===== src/rtl/cpu_pkg.sv =====
// Shared datapath constants for the single-cycle CPU: widths, instruction field positions, opcodes.
package cpu_pkg;

    localparam int unsigned DATA_W = 32;
    localparam int unsigned REG_N  = 32;
    localparam int unsigned ADDR_W = 5;
    localparam int unsigned OP_W   = 6;
    localparam int unsigned IMM_W  = 16;

    localparam int unsigned OP_LSB  = 26;
    localparam int unsigned RS_LSB  = 21;
    localparam int unsigned RD_LSB  = 16;
    localparam int unsigned RT_LSB  = 11;
    localparam int unsigned IMM_LSB = 0;

    localparam logic [OP_W-1:0] OP_LUI  = 6'b111001;
    localparam logic [OP_W-1:0] OP_ANDI = 6'b110010;
    localparam logic [OP_W-1:0] OP_ORI  = 6'b110011;
    localparam logic [OP_W-1:0] OP_B    = 6'b111111;
    localparam logic [OP_W-1:0] OP_BEQ  = 6'b000000;
    localparam logic [OP_W-1:0] OP_BNE  = 6'b000001;

    function automatic logic [DATA_W-1:0] sign_ext16(input logic [IMM_W-1:0] v);
        return {{(DATA_W - IMM_W){v[IMM_W-1]}}, v};
    endfunction

endpackage


===== src/rtl/register_file.sv =====
// 32x32 register file: two async read ports, one sync write port, async active-low clear, R0 reads zero.
module register_file
    import cpu_pkg::*;
(
    input  logic              clk,
    input  logic              rst_n,
    input  logic              we,
    input  logic [ADDR_W-1:0] waddr,
    input  logic [DATA_W-1:0] wdata,
    input  logic [ADDR_W-1:0] raddr_a,
    input  logic [ADDR_W-1:0] raddr_b,
    output logic [DATA_W-1:0] rdata_a,
    output logic [DATA_W-1:0] rdata_b
);

    logic [DATA_W-1:0] regs [REG_N];

    always_ff @(posedge clk or negedge rst_n) begin
        if (!rst_n) begin
            for (int i = 0; i < int'(REG_N); i++) begin
                regs[i] <= '0;
            end
        end else if (we && (waddr != '0)) begin
            regs[waddr] <= wdata;
        end
    end

    // R0 is forced to zero on read regardless of storage contents.
    assign rdata_a = (raddr_a == '0) ? '0 : regs[raddr_a];
    assign rdata_b = (raddr_b == '0) ? '0 : regs[raddr_b];

endmodule


===== src/rtl/decode_stage.sv =====
// Instruction-decode stage: register file, write-back mux, read-address mux and immediate extender.
// Optional write-first forwarding enabled by defining DECODE_WR_BYPASS_EN.
module decode_stage
    import cpu_pkg::*;
(
    input  logic              clk,
    input  logic              reset,
    input  logic [DATA_W-1:0] instr,
    input  logic [DATA_W-1:0] alu_out,
    input  logic [DATA_W-1:0] mem_out,
    input  logic              rf_wren,
    input  logic              rf_wrdata_sel,
    input  logic              rf_b_sel,
    output logic [DATA_W-1:0] immed,
    output logic [DATA_W-1:0] rfa,
    output logic [DATA_W-1:0] rfb
);

    logic [OP_W-1:0]   opcode;
    logic [ADDR_W-1:0] rs;
    logic [ADDR_W-1:0] rd;
    logic [ADDR_W-1:0] rt;
    logic [IMM_W-1:0]  imm16;
    logic [ADDR_W-1:0] b_addr;
    logic [DATA_W-1:0] wr_data;
    logic [DATA_W-1:0] rf_a;
    logic [DATA_W-1:0] rf_b;

    assign opcode = instr[OP_LSB  +: OP_W];
    assign rs     = instr[RS_LSB  +: ADDR_W];
    assign rd     = instr[RD_LSB  +: ADDR_W];
    assign rt     = instr[RT_LSB  +: ADDR_W];
    assign imm16  = instr[IMM_LSB +: IMM_W];

    assign b_addr  = rf_b_sel ? rd : rt;
    assign wr_data = rf_wrdata_sel ? mem_out : alu_out;

    register_file u_rf (
        .clk     (clk),
        .rst_n   (reset),
        .we      (rf_wren),
        .waddr   (rd),
        .wdata   (wr_data),
        .raddr_a (rs),
        .raddr_b (b_addr),
        .rdata_a (rf_a),
        .rdata_b (rf_b)
    );

`ifdef DECODE_WR_BYPASS_EN
    logic wr_hit;

    // Forward the pending write to any read port addressing the same register.
    assign wr_hit = rf_wren && reset && (rd != '0);
    assign rfa    = (wr_hit && (rd == rs))     ? wr_data : rf_a;
    assign rfb    = (wr_hit && (rd == b_addr)) ? wr_data : rf_b;
`else
    assign rfa = rf_a;
    assign rfb = rf_b;
`endif

    // Immediate extension selected by opcode; everything unlisted sign-extends.
    always_comb begin
        immed = sign_ext16(imm16);
        case (opcode)
            OP_LUI:              immed = DATA_W'({imm16, IMM_W'(0)});
            OP_ANDI, OP_ORI:     immed = DATA_W'(imm16);
            OP_B, OP_BEQ, OP_BNE: immed = sign_ext16(imm16) << 2;
            default:             ;
        endcase
    end

endmodule


===== config.mk =====
export PLATFORM = sky130hd
export DESIGN_NAME = decode_stage
export DESIGN_NICKNAME = d
export VERILOG_FILES = /design/src/rtl/cpu_pkg.sv /design/src/rtl/register_file.sv /design/src/rtl/decode_stage.sv
export SDC_FILE = /design/constraint.sdc
export NUM_CORES = 2
export LEC_CHECK = 0
export ABC_AREA = 1
export CAP_MARGIN = 10
export CORE_ASPECT_RATIO = 0.5
export CORE_MARGIN = 2
export CORE_UTILIZATION = 35
export DETAILED_ROUTE_END_ITERATION = 10
export DONT_BUFFER_PORTS = 1
export GPL_ROUTABILITY_DRIVEN = 0
export SETUP_SLACK_MARGIN = 0.02
export SLEW_MARGIN = 10
export SYNTH_ARGS = -nofsm -noshare
export SYNTH_HDL_FRONTEND = slang
export SYNTH_SLANG_ARGS = --single-unit
export TNS_END_PERCENT = 20

===== constraint.sdc =====
create_clock -name clk -period 2.5 [get_ports clk]
set_input_delay 0.375 -clock clk [delete_from_list [all_inputs] [get_ports clk]]
set_output_delay 0.375 -clock clk [all_outputs]
set_load 0.01 [all_outputs]

==> qor.json <==
{
  "status": {
    "status": "finished with violations",
    "failed_checks": "hold timing, slew limit, setup timing"
  },
  "global_routing": {
    "grtUsageTotal": 0.2715,
    "grt_first_pass_wirelength_um": 340800,
    "gr-total-overflow": 0,
    "vias_in_the_first_global_route": 50780,
    "grt_start_max_net_pins": 1025,
    "antenna_found_initial": 2
  },
  "logic_synthesis": {
    "synthCells": 7940,
    "syn_area_per_cell_um2": 7.183,
    "synth-seq-area-share": 0.4493,
    "yosys_warnings": 0,
    "synth.distinct_cells": 35,
    "synth-seq-cells": 1024,
    "post_synth_edffs": 0,
    "synthesis.nets": 8041,
    "synth_async_sr_flop_share": 1.000,
    "synthFlopType": "sky130_fd_sc_hd__dfrtp_1",
    "syn_area_um2": 57030
  },
  "cells_and_area": {
    "layout_cells_sized_above_1": 0.08782,
    "most_common_library_cell_in_the_layout_ignoring_fill_and_taps": "sky130_fd_sc_hd__nand2_1",
    "final_cell_mix": "sky130_fd_sc_hd__nand2_1 (1,597), sky130_fd_sc_hd__o21ai_0 (1,232), sky130_fd_sc_hd__a21oi_1 (1,189)",
    "max_flop_register": "u_rf.regs",
    "syn_to_final_growth_pct": 15.01,
    "nets": 7802,
    "layout.cells.non_filler": 9964,
    "top_flop_regs": "u_rf.regs x1024",
    "max_reg_flops": 1024
  },
  "detailed_routing": {
    "total_routed_length_um": 231900,
    "via_count": 56210,
    "avgRoutedWirePerCell_um": 23.27,
    "drt_first_iter_violations": 7557,
    "drt_first_pass_iters": 8,
    "drc": 0,
    "ant_nets": 0,
    "routed_via_density": 5.641
  },
  "floorplanning": {
    "io_pins": 197,
    "initial_core_util": 0.3535,
    "die_area_um2": 166400,
    "die_width_um": 574.9,
    "core_area_um2": 161400,
    "die_h_um": 289.4,
    "rows": 104
  },
  "sta": {
    "setup_repair_after_global_routing_missed_its_margin": "yes",
    "total_count_of_hold_check_failures_in_the_final_report": 315,
    "timing.clock.skew_ps": 0,
    "slew_viol_final": 157,
    "slew-limit-headroom": -0.1431,
    "post-route-worst-setup-slack_ps": -516.0,
    "timing.final.crit_share": 1.206,
    "worst-slew-pin-transition_ps": 1715,
    "maxClockFrequency_ghz": 0.3316,
    "timing.hold.ws_ps": -641.9,
    "setup_viol_count_final": 28,
    "fin_crit_ps": 3016
  },
  "worst_hold_path": {
    "hp-class": "in2async"
  },
  "cts": {
    "hold_buf_cts": 4,
    "cts-root-buf": "sky130_fd_sc_hd__clkbuf_16",
    "clkLatencyLatePin_ps": 710,
    "cts.clk_slew.worst_paths_ps": 60,
    "cts.sink_count": 1024,
    "cts_inserted_buffers": 106,
    "max-clock-path-buffers": 3,
    "cts_tree": "built",
    "htree_levels": 3
  },
  "critical_path": {
    "critPathMostFrequentCell": "sky130_fd_sc_hd__nand2_1",
    "critical_path_buf_inv_count": 1,
    "path_max_fanout": 880,
    "worstSetupStartpointType": "input pin",
    "cp-end-kind": "output port",
    "highest_delay_cell_along_the_critical_path": "sky130_fd_sc_hd__o21ai_0",
    "critical-path-max-stage-delay_ps": 700,
    "crit_chain": "o21ai_0, nand3_1, nand2_1, nand2_1, nand3_1, nand2_1, nor2_2, buf_4",
    "criticalPathCategory": "in2out",
    "required_ps": 2120,
    "cp_top_family": "compound AO/OA/AOI/OAI gates",
    "timing.critical_path.arrival_ps": 2640
  },
  "placement": {
    "detailed_place_hpwl_um": 131100,
    "dp.cells": 9731,
    "numPortBuffers": 0,
    "detailedPlace.worstSlack_ps": -248.4
  },
  "power": {
    "static-leakage-power_nw": 28.77,
    "maximum_vdd_drop_mv": 0.5916,
    "power.density_cell_area_nw_per_um2": 789.9
  },
  "run": {
    "timing.max_cap.violations": 0
  }
}
==> Yosys cell counts (11+ instances only) <==
master                        n  area (um^2)
sky130_fd_sc_hd__a21oi_1   1215         6081
sky130_fd_sc_hd__buf_1       52        195.2
sky130_fd_sc_hd__buf_2      265         1326
sky130_fd_sc_hd__clkbuf_1   371         1393
sky130_fd_sc_hd__clkbuf_2    24        120.1
sky130_fd_sc_hd__dfrtp_1   1024        25620
sky130_fd_sc_hd__inv_1      605         2271
sky130_fd_sc_hd__nand2_1   1615         6062
sky130_fd_sc_hd__nand3_1    581         2908
sky130_fd_sc_hd__nor2_1     600         2252
sky130_fd_sc_hd__nor2_2      11        68.82
sky130_fd_sc_hd__o211ai_1   182         1366
sky130_fd_sc_hd__o21ai_0   1284         6426
sky130_fd_sc_hd__o21ai_1     13        65.06
sky130_fd_sc_hd__o22ai_1     26        162.7
==> metrics by stage <==
stage	utilization	power, mW	area (um^2)	TNS (ps)	hold WS, ps
2_1_floorplan	-	30.53	57030	0	79.41
3_3_place_gp	0.3791	33.98	61170	-708.8	128.6
3_5_place_dp	0.3791	34.28	61170	-720.2	132.3
4_1_cts	0.4026	51.16	64960	-85.98	-626.4
5_1_grt	0.4065	54.54	65590	-1411	-669.3
6_report	0.4065	51.81	65590	-4887	-641.9
==> cell families after synthesis <==
kind of cell    synth area share
simple gates              0.2068
compound gates            0.2485
buf+inv                  0.09539
flops                     0.4493
==> final cells by class <==
cell class	instances	area [um^2]
antenna	2	5.005
sequential	1024	25620
clock inverter	33	434.2
clock buffer	163	3171
inverter	620	2382
fill	16380	95760
multi-input combinational	5576	26460
tap	2173	2719
timing repair buffer	373	4791
==> power breakdown <==
part	internal (mW)	total, mW	switching [mW]	leakage, nW
sequential	20.5	22.6	2.16	12.1
combinational	4.53	12.3	7.78	14.9
clock	9.73	16.9	7.15	1.79
total	34.7	51.8	17.1	28.8
==> what timing repair did <==
action	CTS	global route
pin swaps	8	47
buffers inserted	8	20
endpoints found under the setup margin	15	62
cloned	0	2
gates resized for setup	26	132
hold endpoints to repair	1030	315
==> layer usage <==
layer  GRT usage  vias up  part of all wire
met1      0.3807    26740              0.42
met4     0.09567        0             0.036
met2      0.4133     3114              0.43
met5           0        -                 0
met3     0.05854      465              0.11
li1            -    25890                 -
==> worst paths after layout <==
check                                start              end  slack, ps  depth (start not counted)
max                              instr[21]           rfa[5]       -520                          8
min                                  reset    u_rf.regs[37]       -640                          0
max reg2reg                 u_rf.regs[706]   u_rf.regs[706]       1650                          3
min reg2reg                u_rf.regs[1001]  u_rf.regs[1001]        380                          0
max in group asynchronous            reset   u_rf.regs[918]        380                          3
min in group clk                 instr[20]   u_rf.regs[363]         70                          4
Note: power is estimated with default switching activity, not from simulation.
